### config.mk
export PLATFORM = sky130hd
export DESIGN_NAME = ps2_host_tx
export DESIGN_NICKNAME = d
export VERILOG_FILES = /design/src/rtl/ps2_pkg.sv /design/src/rtl/ps2_line_sync.sv /design/src/rtl/ps2_host_tx.sv
export SDC_FILE = /design/constraint.sdc
export NUM_CORES = 1
export LEC_CHECK = 0
export ABC_AREA = 1
export CAP_MARGIN = 25
export CELL_PAD_IN_SITES_DETAIL_PLACEMENT = 0
export CELL_PAD_IN_SITES_GLOBAL_PLACEMENT = 1
export CORE_MARGIN = 1
export CORE_UTILIZATION = 35
export DETAILED_ROUTE_END_ITERATION = 10
export PLACE_DENSITY = 0.69
export SETUP_SLACK_MARGIN = 0.05
export SLEW_MARGIN = 20
export SYNTH_ARGS = -nofsm -noshare
export SYNTH_HDL_FRONTEND = slang
export SYNTH_SLANG_ARGS = --single-unit
### constraint.sdc
create_clock -name clk -period 2.3 [get_ports clk]
set_input_delay 0.23 -clock clk [delete_from_list [all_inputs] [get_ports clk]]
set_output_delay 0.23 -clock clk [all_outputs]
set_load 0.005 [all_outputs]
### src/rtl/ps2_pkg.sv
`default_nettype none
// +----------------------------------------------------------------------+
// | ps2_pkg: shared PS/2 host-side types and cycle-count constants.      |
// | Rev 1.0                                                              |
// +----------------------------------------------------------------------+
package ps2_pkg;

  typedef enum logic [2:0] {
    IDLE      = 3'd0,
    INHIBIT   = 3'd1,
    REQ       = 3'd2,
    SHIFT     = 3'd3,
    ACK       = 3'd4,
    WAIT_IDLE = 3'd5
  } ps2_state_t;

  localparam int unsigned TMR_W = 20;
  localparam logic [TMR_W-1:0] REQ_CYCLES = 20'd50;

  function automatic logic [TMR_W-1:0] us_to_cycles(input longint unsigned us,
                                                     input longint unsigned clk_hz);
    longint unsigned cyc;
    cyc = (us * clk_hz) / 64'd1_000_000;
    return cyc[TMR_W-1:0];
  endfunction

  // Default device-response timeout, also used by the receiver.
  localparam logic [TMR_W-1:0] TIMEOUT_CYCLES = us_to_cycles(64'd15000, 64'd50_000_000);

endpackage
`default_nettype wire

### src/rtl/ps2_line_sync.sv
`default_nettype none
// +----------------------------------------------------------------------+
// | ps2_line_sync: 2-flop synchronizer and falling-edge detect, 1 line.  |
// | Rev 1.0                                                              |
// +----------------------------------------------------------------------+
module ps2_line_sync (
  input  logic clk,
  input  logic rst_n,
  input  logic pad,
  output logic level,
  output logic fall
);

  // [0] first stage, [1] synchronized level, [2] previous synchronized level
  logic [2:0] r_sh;

  always_ff @(posedge clk or negedge rst_n) begin
    if (!rst_n) begin
      r_sh <= 3'b111;
    end else begin
      r_sh <= {r_sh[1:0], pad};
    end
  end

  assign level = r_sh[1];
  assign fall  = ~r_sh[1] & r_sh[2];

endmodule
`default_nettype wire

### src/rtl/ps2_host_tx.sv
`default_nettype none
// +----------------------------------------------------------------------+
// | ps2_host_tx: host-to-device PS/2 command byte transmitter.           |
// | Rev 1.0                                                              |
// +----------------------------------------------------------------------+
module ps2_host_tx #(
  parameter int unsigned CLK_HZ     = 50_000_000,
  parameter int unsigned INHIBIT_US = 100,
  parameter int unsigned TIMEOUT_US = 15000
) (
  input  logic       clk,
  input  logic       rst_n,
  input  logic       tx_start,
  input  logic [7:0] tx_data,
  output logic       tx_busy,
  output logic       tx_done,
  output logic       tx_error,
  input  logic       ps2_clk_i,
  input  logic       ps2_data_i,
  output logic       ps2_clk_oe,
  output logic       ps2_data_oe
);
  import ps2_pkg::*;

  localparam logic [TMR_W-1:0] INHIBIT_CYC = us_to_cycles(64'(INHIBIT_US), 64'(CLK_HZ));
  localparam logic [TMR_W-1:0] TIMEOUT_CYC = us_to_cycles(64'(TIMEOUT_US), 64'(CLK_HZ));

  logic clk_lvl, clk_fe, data_lvl, unused_data_fe;

  ps2_line_sync u_clk_sync (.clk(clk), .rst_n(rst_n), .pad(ps2_clk_i),
                            .level(clk_lvl), .fall(clk_fe));
  ps2_line_sync u_data_sync (.clk(clk), .rst_n(rst_n), .pad(ps2_data_i),
                             .level(data_lvl), .fall(unused_data_fe));

  ps2_state_t       r_state, w_state;
  logic [TMR_W-1:0] r_tmr, w_tmr;
  logic [3:0]       r_bitcnt, w_bitcnt;
  logic [9:0]       r_frame, w_frame;   // {stop, parity, data[7:0]}
  logic             w_clk_oe, w_data_oe, w_busy, w_done, w_error;

  always_comb begin
    w_state   = r_state;
    w_tmr     = r_tmr + 20'd1;
    w_bitcnt  = r_bitcnt;
    w_frame   = r_frame;
    w_clk_oe  = ps2_clk_oe;
    w_data_oe = ps2_data_oe;
    w_busy    = tx_busy;
    w_done    = 1'b0;
    w_error   = 1'b0;

    unique case (r_state)
      IDLE: begin
        w_tmr     = '0;
        w_clk_oe  = 1'b0;
        w_data_oe = 1'b0;
        w_busy    = 1'b0;
        if (tx_start) begin
          w_frame  = {1'b1, ~^tx_data, tx_data};
          w_bitcnt = '0;
          w_clk_oe = 1'b1;
          w_busy   = 1'b1;
          w_state  = INHIBIT;
        end
      end
      INHIBIT: begin
        if (r_tmr == INHIBIT_CYC - 20'd1) begin
          w_tmr     = '0;
          w_data_oe = 1'b1;
          w_state   = REQ;
        end
      end
      REQ: begin
        if (r_tmr == REQ_CYCLES - 20'd1) begin
          w_tmr    = '0;
          w_clk_oe = 1'b0;
          w_state  = SHIFT;
        end
      end
      SHIFT: begin
        if (clk_fe) begin
          w_tmr     = '0;
          w_data_oe = ~r_frame[r_bitcnt];
          w_bitcnt  = r_bitcnt + 4'd1;
          if (r_bitcnt == 4'd9) w_state = ACK;
        end
      end
      ACK: begin
        if (clk_fe) begin
          w_tmr = '0;
          if (!data_lvl) begin
            w_state = WAIT_IDLE;
          end else begin
            w_error   = 1'b1;
            w_busy    = 1'b0;
            w_clk_oe  = 1'b0;
            w_data_oe = 1'b0;
            w_state   = IDLE;
          end
        end
      end
      WAIT_IDLE: begin
        if (clk_lvl && data_lvl) begin
          w_done  = 1'b1;
          w_busy  = 1'b0;
          w_state = IDLE;
        end
      end
      default: w_state = IDLE;
    endcase

    // Device stalled: only counts while staying in a device-paced state.
    if ((r_state == SHIFT || r_state == ACK || r_state == WAIT_IDLE) &&
        (w_state == r_state) && (w_tmr == TIMEOUT_CYC)) begin
      w_error   = 1'b1;
      w_busy    = 1'b0;
      w_clk_oe  = 1'b0;
      w_data_oe = 1'b0;
      w_state   = IDLE;
    end
  end

  always_ff @(posedge clk or negedge rst_n) begin
    if (!rst_n) begin
      r_state     <= IDLE;
      r_tmr       <= '0;
      r_bitcnt    <= '0;
      r_frame     <= '0;
      ps2_clk_oe  <= 1'b0;
      ps2_data_oe <= 1'b0;
      tx_busy     <= 1'b0;
      tx_done     <= 1'b0;
      tx_error    <= 1'b0;
    end else begin
      r_state     <= w_state;
      r_tmr       <= w_tmr;
      r_bitcnt    <= w_bitcnt;
      r_frame     <= w_frame;
      ps2_clk_oe  <= w_clk_oe;
      ps2_data_oe <= w_data_oe;
      tx_busy     <= w_busy;
      tx_done     <= w_done;
      tx_error    <= w_error;
    end
  end

endmodule
`default_nettype wire
* Word level (Yosys, flattened, before mapping)
Index checks and enable logic that the tools add are counted.
** Cells by class
- Add/subtract/negate cells :: 2
- Equality and inequality tests :: 18
- Reduce and logical (&&, ||, !) cells :: 17
- Multiplexer cells :: 38
- $lt $le $gt $ge :: 1
- Bitwise logic cells :: 3
** Operator list (number)
- $pmux 20 s4 :: 1
- $mux 20 :: 3
- $mux 3 :: 9
- $add 20x1->20 const B :: 1
- $eq 20x13->1 const B :: 1
- $eq 20x20->1 const B :: 1
- $eq 20x6->1 const B :: 1
- $pmux 3 s6 :: 1
- $mux 1 :: 17
- $ne 3x2->1 const B :: 3
- $mux 4 :: 2
- $pmux 4 s2 :: 1
- $reduce_and 4->1 :: 2
- $reduce_bool 4->1 :: 2
- $reduce_xnor 8->1 :: 1
- $eq 3x2->1 const B :: 2
- $eq 3x3->1 const B :: 2
- $ne 3x3->1 const B :: 2
- $pmux 1 s3 :: 2
- $lt 4x5->1 const B :: 1
- $reduce_and 5->1 :: 1
- $reduce_bool 5->1 :: 1
- $add 4x1->4 const B :: 1
- $bmux 1 s4 :: 1
- 15 further kinds :: 20
** Storage, ports and cells
- Output and inout bits :: 5
- Logic and storage cells :: 90
- Bits of input ports :: 13
- Bits in registers :: 47

* Depth between registers and ports, before layout
- Word-level depth :: 9
- Mapped depth :: 16

* Modules after synthesis
Synthesis repeated with hierarchy kept, for this count alone.
** Unflattened totals
- Cell total of the unflattened synthesis :: 372
- Area total of the unflattened synthesis :: 2796.4 um^2
** Modules (own cells, without submodules)
- ps2_host_tx :: area an instance 2618.8 um^2, cells each 362, instances 1, seq. area each 1051.0 um^2
- ps2_line_sync :: area an instance 88.8 um^2, cells each 5, instances 2, seq. area each 78.8 um^2

* Least setup slack after synthesis
OpenSTA, ideal clock, no wires.
- Kind :: register -> register
- From :: register r_bitcnt[1]
- To :: register r_state[1]
- Path slack :: 0.455 ns
- Cell stages (with the launch flop) :: 14
- Arrival :: 1.722 ns
- Period minus slack after synthesis :: 1.845 ns
- Path buffers :: 0
- Path through :: dfrtp_1 inv_1 ha_1 nand3_1 o21ai_0 nand2_1 nor2_1 nand3_1 nand2_1 nand2_1 nor2_1 nand3_2 nor2_4 nor2_1
** On the way
- Longest elaborated chain between the ends :: 8
** Ends and longest elaborated chain
- from (decl) :: line ps2_host_tx.sv:37 : logic [3:0] r_bitcnt, w_bitcnt;
- from (signal assigned) :: line ps2_host_tx.sv:137 : r_bitcnt <= w_bitcnt;
- $eq 4x4->1 * :: line ps2_host_tx.sv:85 : if (r_bitcnt == 4'd9) w_state = ACK;
- $mux 3 * :: line ps2_host_tx.sv:85
- $mux 3 * :: line ps2_host_tx.sv:81 : if (clk_fe) begin
- $pmux 3 s6 * :: line ps2_host_tx.sv:52 : unique case (r_state)
- $eq 3x3->1 :: line ps2_host_tx.sv:114 : (w_state == r_state) && (w_tmr == TIMEOUT_CYC)) begin
- $logic_and 1x1->1 :: line ps2_host_tx.sv:113 : if ((r_state == SHIFT || r_state == ACK || r_state == WAIT_IDLE) &&
- $logic_and 1x1->1 :: line ps2_host_tx.sv:114
- $mux 3 * :: line ps2_host_tx.sv:113
- named net w_state[1] :: line ps2_host_tx.sv:35 : ps2_state_t r_state, w_state;
- to (signal assigned) :: line ps2_host_tx.sv:135 : r_state <= w_state;
- to (decl) :: line ps2_host_tx.sv:35
Mark *: on every way through the listed nets, which the timed path passes. The rest lies on a longest branch.
A chain may end at the register's enable or synchronous reset.

* Final worst setup path
- From :: register r_tmr[0]
- To :: register r_state[2]
** On the way
- Longest elaborated chain between the ends :: 7
- Elaborated cells between the ends (all ways) :: 15
- Classes of those cells :: 1 x add/sub; 4 x eq/ne; 8 x mux; 2 x reduce/logical
** Ends and longest elaborated chain
- from (decl) :: line ps2_host_tx.sv:36 : logic [TMR_W-1:0] r_tmr, w_tmr;
- from (signal assigned) :: line ps2_host_tx.sv:136 : r_tmr <= w_tmr;
- parallel branches: the longest is 6 deep, another holds $add 20x1->20
- $mux 3 * :: line ps2_host_tx.sv:113
- named net w_state[2] :: line ps2_host_tx.sv:35
Mark *: on every way through the listed nets, which the timed path passes.

==> results.tsv <==
metric	value	unit
Final Skew	0.00600	ns
Hold Path Class	in -> reg	
Required @ worst endpoint	2.50	ns
CTS Buffer Depth	2	
crit-path max cell delay	0.41	ns
H-tree depth	2	
core box area	0.00769	sq mm
via count	2401	
clock share of power	29.0	%
vias in the first global route	2313	
Cell Chain, Critical Path	ha_2 > nand2_2 > nor2_4 > nand3_4 > nor2_4 > xor2_1 > nand2_1 > nor2_1 > nand3_2 > nor2_4 > nor2_1	
Std-Cell Rows	32	
clock buffer count from CTS	5	
CP dominant cell by count	nor2_4	
predominant post-synthesis flop cell	dfrtp_1	
worst relative slew slack	75.9	%
global-route wire length before repair	11.1	mm
placed cells	501	
fin nets	431	
Final Hold Viols	0	
cell area power density	661	mW/mm^2
DIE AREA	0.00826	sq mm
antenna-violating nets left	0	
Startpoint Class	flip-flop	
dominant delay contributor by cell family on the critical path	simple AND/OR/NAND/NOR gates	
number of DRC markers in iteration 0	98	
initial antenna violation count	0	
leakage power	1.68	nW
WS Path Type	reg -> reg	
cell internal pwr	1.51	mW
worst vdd rail ir drop	302	uV
Switch Pwr	697	uW
Diodes inserted	0	
Sequential Power Share	47.3	%
Final Cycle Share	91.0	%
CP bufs+invs	0	
Die W	90.9	microns
Syn Inst Count	378	
slowest CP cell	dfrtp_1	
largest net degree at the start of global routing	48	
Die H	90.9	microns
RSZ-0062 raised after global routing	false	
Worst-Margin Slew	0.361	ns
I/O pin cnt	18	
Gate power share	23.7	%
count of pins over their slew limit	0	
setup_tns	0	ns
Tmin final	2.09	ns
Clock transition at path regs	0.10	ns
layout overhead on the synthesized area	20.5	%
wire length per cell	12.8	microns
number of synthesized flops with an enable pin	0	
max_cap viols	0	
vias per cell	4.64	
Clk Latency, worst-skew pair	0.31	ns
Clock Root Buffer	clkbuf_8	
drt drc	0	
CTS Sinks	47	
Post-Synthesis Net Count	395	
GRT overflow	0	
total track usage	17.1	%
Mapped Area	0.00277	sq mm
final core utilization	43.4	%
syn_area_per_cell	7.32	sq um
Finished Layout Cells	517	
placer congestion estimate	0.862	
final wirelength	6.61	mm
Tot Pwr	2.20	mW
initial core utilization	36.0	%
Max Freq	0.478	GHz
DP HPWL	4.94	mm
crit end category	flip-flop	
sw frac	31.7	%
fraction of registers with async set/reset	100	%
Seq/Total Area, Yosys	42.8	%
Worst Path Arrival	2.30	ns
synth unique cells	33	
final setup vio count	0	
Buffers on Ports	17	
run status	complete, no violations	
layout cells sized above 1	15.2	%
synth warn	0	
drt first pass iters	4	
CTS tree	done	
FF+latch count, synth	47	
CP Max Fanout	6	
## sequential cells by signal, indices dropped and copies added (netlist names)
signal / cells
ps2_clk_oe: 1
tx_error: 1
u_clk_sync.r_sh: 3
r_frame: 10
r_tmr: 20
r_state: 3
u_data_sync.r_sh: 2
tx_busy: 1
r_bitcnt: 4
ps2_data_oe: 1
tx_done: 1
## repair_timing
| item | CTS | global route |
|---|---|---|
| resized for setup | 1 | 15 |
| hold buffers | 1 | 0 |
| setup buffers | 0 | 6 |
| hold endpoints to repair | 42 | 0 |
| gates cloned | 0 | 1 |
| setup endpoints to repair | 1 | 7 |
| pin swaps | 0 | 7 |
## metal layers
metal  global-route usage (%)  wire length [microns]  share of wire, %
met5                        0                      0                 0
met3                     2.86                    210               3.2
met4                     4.76                     95               1.4
met1                     23.2                   3190                48
met2                     28.2                   3120                47
## cells in the mapped netlist (all sizes together), types with 5 or more instances
library cell | number | area share (%)
a21oi | 5 | 0.90
buf | 5 | 1.4
dfrtp | 42 | 38
dfstp | 5 | 4.8
inv | 61 | 8.3
nand2 | 100 | 14
nand3 | 22 | 4.5
nand4 | 11 | 2.5
nor2 | 67 | 10
nor3 | 9 | 1.8
o21ai | 17 | 3.2
xnor2 | 9 | 2.9
xor2 | 8 | 2.5
## power groups by stage
stage	Combinational, mW	Clock (mW)	Sequential, mW
after floorplan	0.340	0	1.03
after global placement	0.504	0	1.06
after detailed placement	0.500	0	1.05
after CTS	0.506	0.662	1.04
after global routing	0.599	0.692	1.06
final	0.522	0.640	1.04
## worst reg2reg max path: stages, from the launching register on
cell	delay [ns]
dfrtp_1	0.41
ha_2	0.21
nand2_2	0.09
nor2_4	0.24
nand3_4	0.13
nor2_4	0.13
xor2_1	0.22
nand2_1	0.08
nor2_1	0.12
nand3_2	0.12
nor2_4	0.18
nor2_1	0.06
## logic make-up (layout without fill, tap and decap cells)
| group | count (synthesis) | count (layout) | synth area share, % |
|---|---|---|---|
| multiplexers | 1 | 1 | 0.362 |
| flip-flops | 47 | 47 | 42.8 |
| adder cells (fa/ha/maj) | 4 | 4 | 1.81 |
| XOR/XNOR | 17 | 17 | 5.38 |
| AO/OA/AOI/OAI | 27 | 27 | 5.47 |
| AND/OR/NAND/NOR | 214 | 215 | 34.2 |
| buffers and inverters | 68 | 104 | 10.0 |
## through the flow
step | hold WS, ns | instance area (sq um) | setup slack [ns]
2_1_floorplan | -0.0656 | 2770 | 0.455
6_report | 0.320 | 3330 | 0.206
4_1_cts | 0.308 | 3240 | 0.114
5_1_grt | 0.305 | 3330 | 0.0435
3_3_place_gp | 0.231 | 3100 | 0.104
3_5_place_dp | 0.237 | 3100 | 0.0634
## worst paths after layout
path                               startpoint            endpoint  slack [ns]  cells past startpoint
max                                  r_tmr[0]          r_state[2]        0.21                     11
max in group asynchronous               rst_n  u_clk_sync.r_sh[1]        1.58                      3
min reg2reg                u_clk_sync.r_sh[0]  u_clk_sync.r_sh[1]        0.36                      0
min in group asynchronous               rst_n          ps2_clk_oe        0.44                      3
min                                 ps2_clk_i  u_clk_sync.r_sh[0]        0.32                      1
max reg2reg                          r_tmr[0]          r_state[2]        0.21                     11
## cells in the final DEF, fill, tap and decap left out, types with 2 or more instances in the layout
cell	count
dfrtp_1	41
xnor2_1	9
inv_2	4
nor2_2	7
nand3_4	2
or2_2	2
nand3_2	3
inv_1	57
o21ai_2	2
nand4_1	11
o21ai_1	4
buf_4	15
nand2_1	94
nor2_1	56
dfstp_2	5
nand3_1	18
nand2_2	6
o21ai_0	11
xor2_1	8
o211ai_1	3
ha_1	3
nor3_1	8
clkdlybuf4s50_1	16
nand3b_1	2
a21oi_1	5
clkbuf_8	5
nor2_4	4
## final cells by class
cell class / count / area [sq um]
flip-flops and latches: 47 / 1180
repair buffers: 34 / 308
clock buffers: 5 / 68.8
clock inverters: 3 / 47.5
fillers: 827 / 4350
inverters: 62 / 233
well taps: 102 / 128
multi-input cells: 264 / 1370
No activity file was read; power rests on OpenSTA's default activity.
==> RTL change 1 (same settings) <==
`TMR_W`: 20 -> 30.
--- a/src/rtl/ps2_pkg.sv
+++ b/src/rtl/ps2_pkg.sv
@@ -15,5 +15,5 @@
   } ps2_state_t;
 
-  localparam int unsigned TMR_W = 20;
+  localparam int unsigned TMR_W = 30;
   localparam logic [TMR_W-1:0] REQ_CYCLES = 20'd50;
 
Check against the original RTL: same outputs for any inputs over 10 cycles, from zero or initial values and one cycle with rst_n low; that may be too few to reach the edited logic, so the function may still have changed.
==> RTL change 1 against the unedited design <==
  * Synthesized cell count increased by 35%
  * Power increased by 29%
  * Worst setup slack got worse by 0.17 ns
  * Cell area increased by 36%
  * Via count increased by 41%
  * Wire length increased by 46%
  * Synthesized area increased by 27%
  * Sequential cell count increased by 10
  * Global-route usage increased by 3.2 points
  * Worst hold slack got worse by 0.038 ns
  * Combinational power increased by 20%
  * Critical endpoint is now r_state[0]$_DFF_PN0_
  * Largest cell class unchanged
  * Largest power group unchanged
  * Highest routed layer unchanged
==> RTL change 1: results <==
set metrics [dict create \
    status "completed" \
    synth_compound_area_share_pct 6.39 \
    cts_inserted_buffers 9 \
    track_usage_pct 20.4 \
    via_count 3396 \
    finClkSkew_ns 0.0123 \
    grt_util_met3_pct 2.74 \
    post_cts_buffers 9 \
    grt_pass1_wl_um 15900 \
    crit_arrival_ns 2.50 \
    synth.mux.area_fraction_pct 0 \
    p_leak_nw 2.40 \
    clk_pin_slew_ns 0.07 \
    htree_levels 3 \
    wl_met1_um 4650 \
    drive_gt1_share_pct 18.8 \
    yosysSeqAreaShare_pct 40.7 \
    drt-initial-drc-count 104 \
    final_nets 604 \
    cts_resized 12 \
    reg_top3 "r_tmr (30), r_frame (10), r_bitcnt (4)" \
    syn_inst 511 \
    synth_adder_area_share_pct 1.42 \
    fin_cells 725 \
    synthDistinctLibCells 34 \
    first_global_vias 3288 \
    ir_worst_vdd_mv 0.378 \
    clkLatencyLatePin_ns 0.36 \
    globalplace.congestion 0.901 \
    netlist_top_cells_area "dfrtp_1, nand2_1, inv_1" \
    relSlewSlack_pct 61.2 \
    dpl.hpwl_um 7420 \
    grt_max_degree 26 \
    synth_xor_area_share_pct 4.97 \
]
==> RTL change 1: cell types whose count changed after synthesis, sizes merged, moves of 3 or more <==
cell / before / now
nor3: 9 / 3
nand2: 100 / 161
o21ai: 17 / 25
nand3: 22 / 35
xor2: 8 / 14
nor2: 67 / 74
xnor2: 9 / 6
inv: 61 / 86
dfrtp: 42 / 52
clkbuf: 1 / 4
and2: 0 / 9
==> RTL change 1: final cells by class <==
class / count / area (um^2)
Clock buffer: 13 / 159
Multi-Input combinational cell: 361 / 1810
Tap cell: 133 / 166
Clock inverter: 3 / 40.0
Timing Repair Buffer: 72 / 604
Sequential cell: 57 / 1430
Inverter: 86 / 325
Fill cell: 1029 / 5240
==> RTL change 1: final timing paths <==
path,startpoint,to,slack (ns),cells after the start
max,r_tmr[0]$_DFF_PN0_,r_state[0]$_DFF_PN0_,0.04,15
max reg2reg,r_tmr[0]$_DFF_PN0_,r_state[0]$_DFF_PN0_,0.04,15
min,ps2_data_i,u_data_sync.r_sh[0]$_DFF_PN1_,0.28,1
min in group asynchronous,rst_n,r_tmr[5]$_DFF_PN0_,0.41,2
min reg2reg,u_clk_sync.r_sh[0]$_DFF_PN1_,u_clk_sync.r_sh[1]$_DFF_PN1_,0.36,0
max in group asynchronous,rst_n,r_bitcnt[2]$_DFFE_PN0P_,1.21,3
==> RTL change 1: stage by stage <==
step	cell area [um^2]	power (mW)
3_5_place_dp	4110	1.77
6_report	4540	2.84
3_3_place_gp	4110	1.76
5_1_grt	4540	2.99
4_1_cts	4420	2.82
2_1_floorplan	3520	1.54
==> RTL change 1: report_power, final <==
group | total, mW | internal (mW) | switching, mW
Clock | 0.992 | 0.557 | 0.435
Sequential | 1.22 | 1.13 | 0.0960
Combinational | 0.626 | 0.299 | 0.327
Total | 2.84 | 1.98 | 0.858
==> RTL change 2 (same flow settings) <==
Made on the original files. One comparison of `r_bitcnt` changes from == to >=.
--- a/src/rtl/ps2_host_tx.sv
+++ b/src/rtl/ps2_host_tx.sv
@@ -83,5 +83,5 @@
           w_data_oe = ~r_frame[r_bitcnt];
           w_bitcnt  = r_bitcnt + 4'd1;
-          if (r_bitcnt == 4'd9) w_state = ACK;
+          if (r_bitcnt >= 4'd9) w_state = ACK;
         end
       end
Formal check against the unedited RTL: same outputs for any inputs over 10 cycles, from zero or initial values and one cycle with rst_n low; that may be too few to reach the edited logic, so the function may still have changed.
==> RTL change 2 against the unedited design <==
  * Synthesized area up 1.9%
  * Worst setup slack worse by 0.015 ns
  * Sequential share of layout area down 0.69 points
  * Utilization up 0.36 points
  * Sequential cell count unchanged
  * Wire length down 2.1%
  * Cell area up 1.9%
  * Critical path type unchanged
  * Largest cell class unchanged
Power is not compared: it rests on default switching activity, and its combinational part moved more than twofold at a synthesized area within 25%.
==> RTL change 2: results <==
set metrics [dict create \
    status "completed" \
    initial_core_util_pct 36.3 \
    syn-num-nets 406 \
    first_global_vias 2443 \
    cts_resized 0 \
    use_met2_pct 29.2 \
    dpl_cell_area_mm2 0.00318 \
    wl_per_cell_um 12.2 \
    final-clk-cell-share_pct 3.13 \
    crit_end "ps2_clk_oe$_DFFE_PN0P_" \
    buffer_area_share_pct 9.65 \
    synth_common_cells "nand2_1, inv_1, nor2_1" \
    synthDistinctLibCells 31 \
    hold_start "ps2_data_i" \
    design.seq.count 47 \
    relSlewSlack_pct 59.5 \
    signal_buffers 35 \
    drive_gt1_share_pct 15.2 \
    multi_input_area_share_pct 41.2 \
    met1_usage_pct 22.1 \
    r2r_cells 15 \
    wl_met1_um 3150 \
    grt_max_degree 25 \
    track_usage_pct 16.9 \
    fillers 850 \
    worstHoldEndpoint "u_data_sync.r_sh[0]$_DFF_PN1_" \
    routed-wl-met3_um 184 \
    finClkSkew_ns 0.0121 \
    dpl.hpwl_um 4950 \
    sh_seq_area_pct 34.8 \
    n_clock_buffer 7 \
    drt-initial-drc-count 72 \
    yosysSeqAreaShare_pct 42.0 \
    grt_util_met3_pct 2.90 \
    n_all_inverters 67 \
    final_nets 444 \
    multi_input_gates 270 \
]
-- RTL change 2: logic make-up after synthesis --
group	Yosys count	synth area share [%]
AND/OR/NAND/NOR	221	35.8
buffers and inverters	72	9.86
flip-flops	47	42.0
AO/OA/AOI/OAI	28	5.24
XOR/XNOR	15	4.93
adder cells (fa/ha/maj)	5	2.22
-- RTL change 2: per-stage QoR --
step | power [mW] | std cells | setup WS (ns) | hold slack, ns | util (%)
2_1_floorplan | 0.874 | 388 | 0.369 | -0.0656 | -
3_3_place_gp | 0.921 | 513 | 0.172 | 0.271 | 40.9
3_5_place_dp | 0.922 | 513 | 0.0913 | 0.274 | 40.9
4_1_cts | 1.53 | 522 | 0.0588 | 0.329 | 42.4
5_1_grt | 1.57 | 529 | 0.0326 | 0.322 | 43.7
6_report | 1.51 | 529 | 0.191 | 0.342 | 43.7
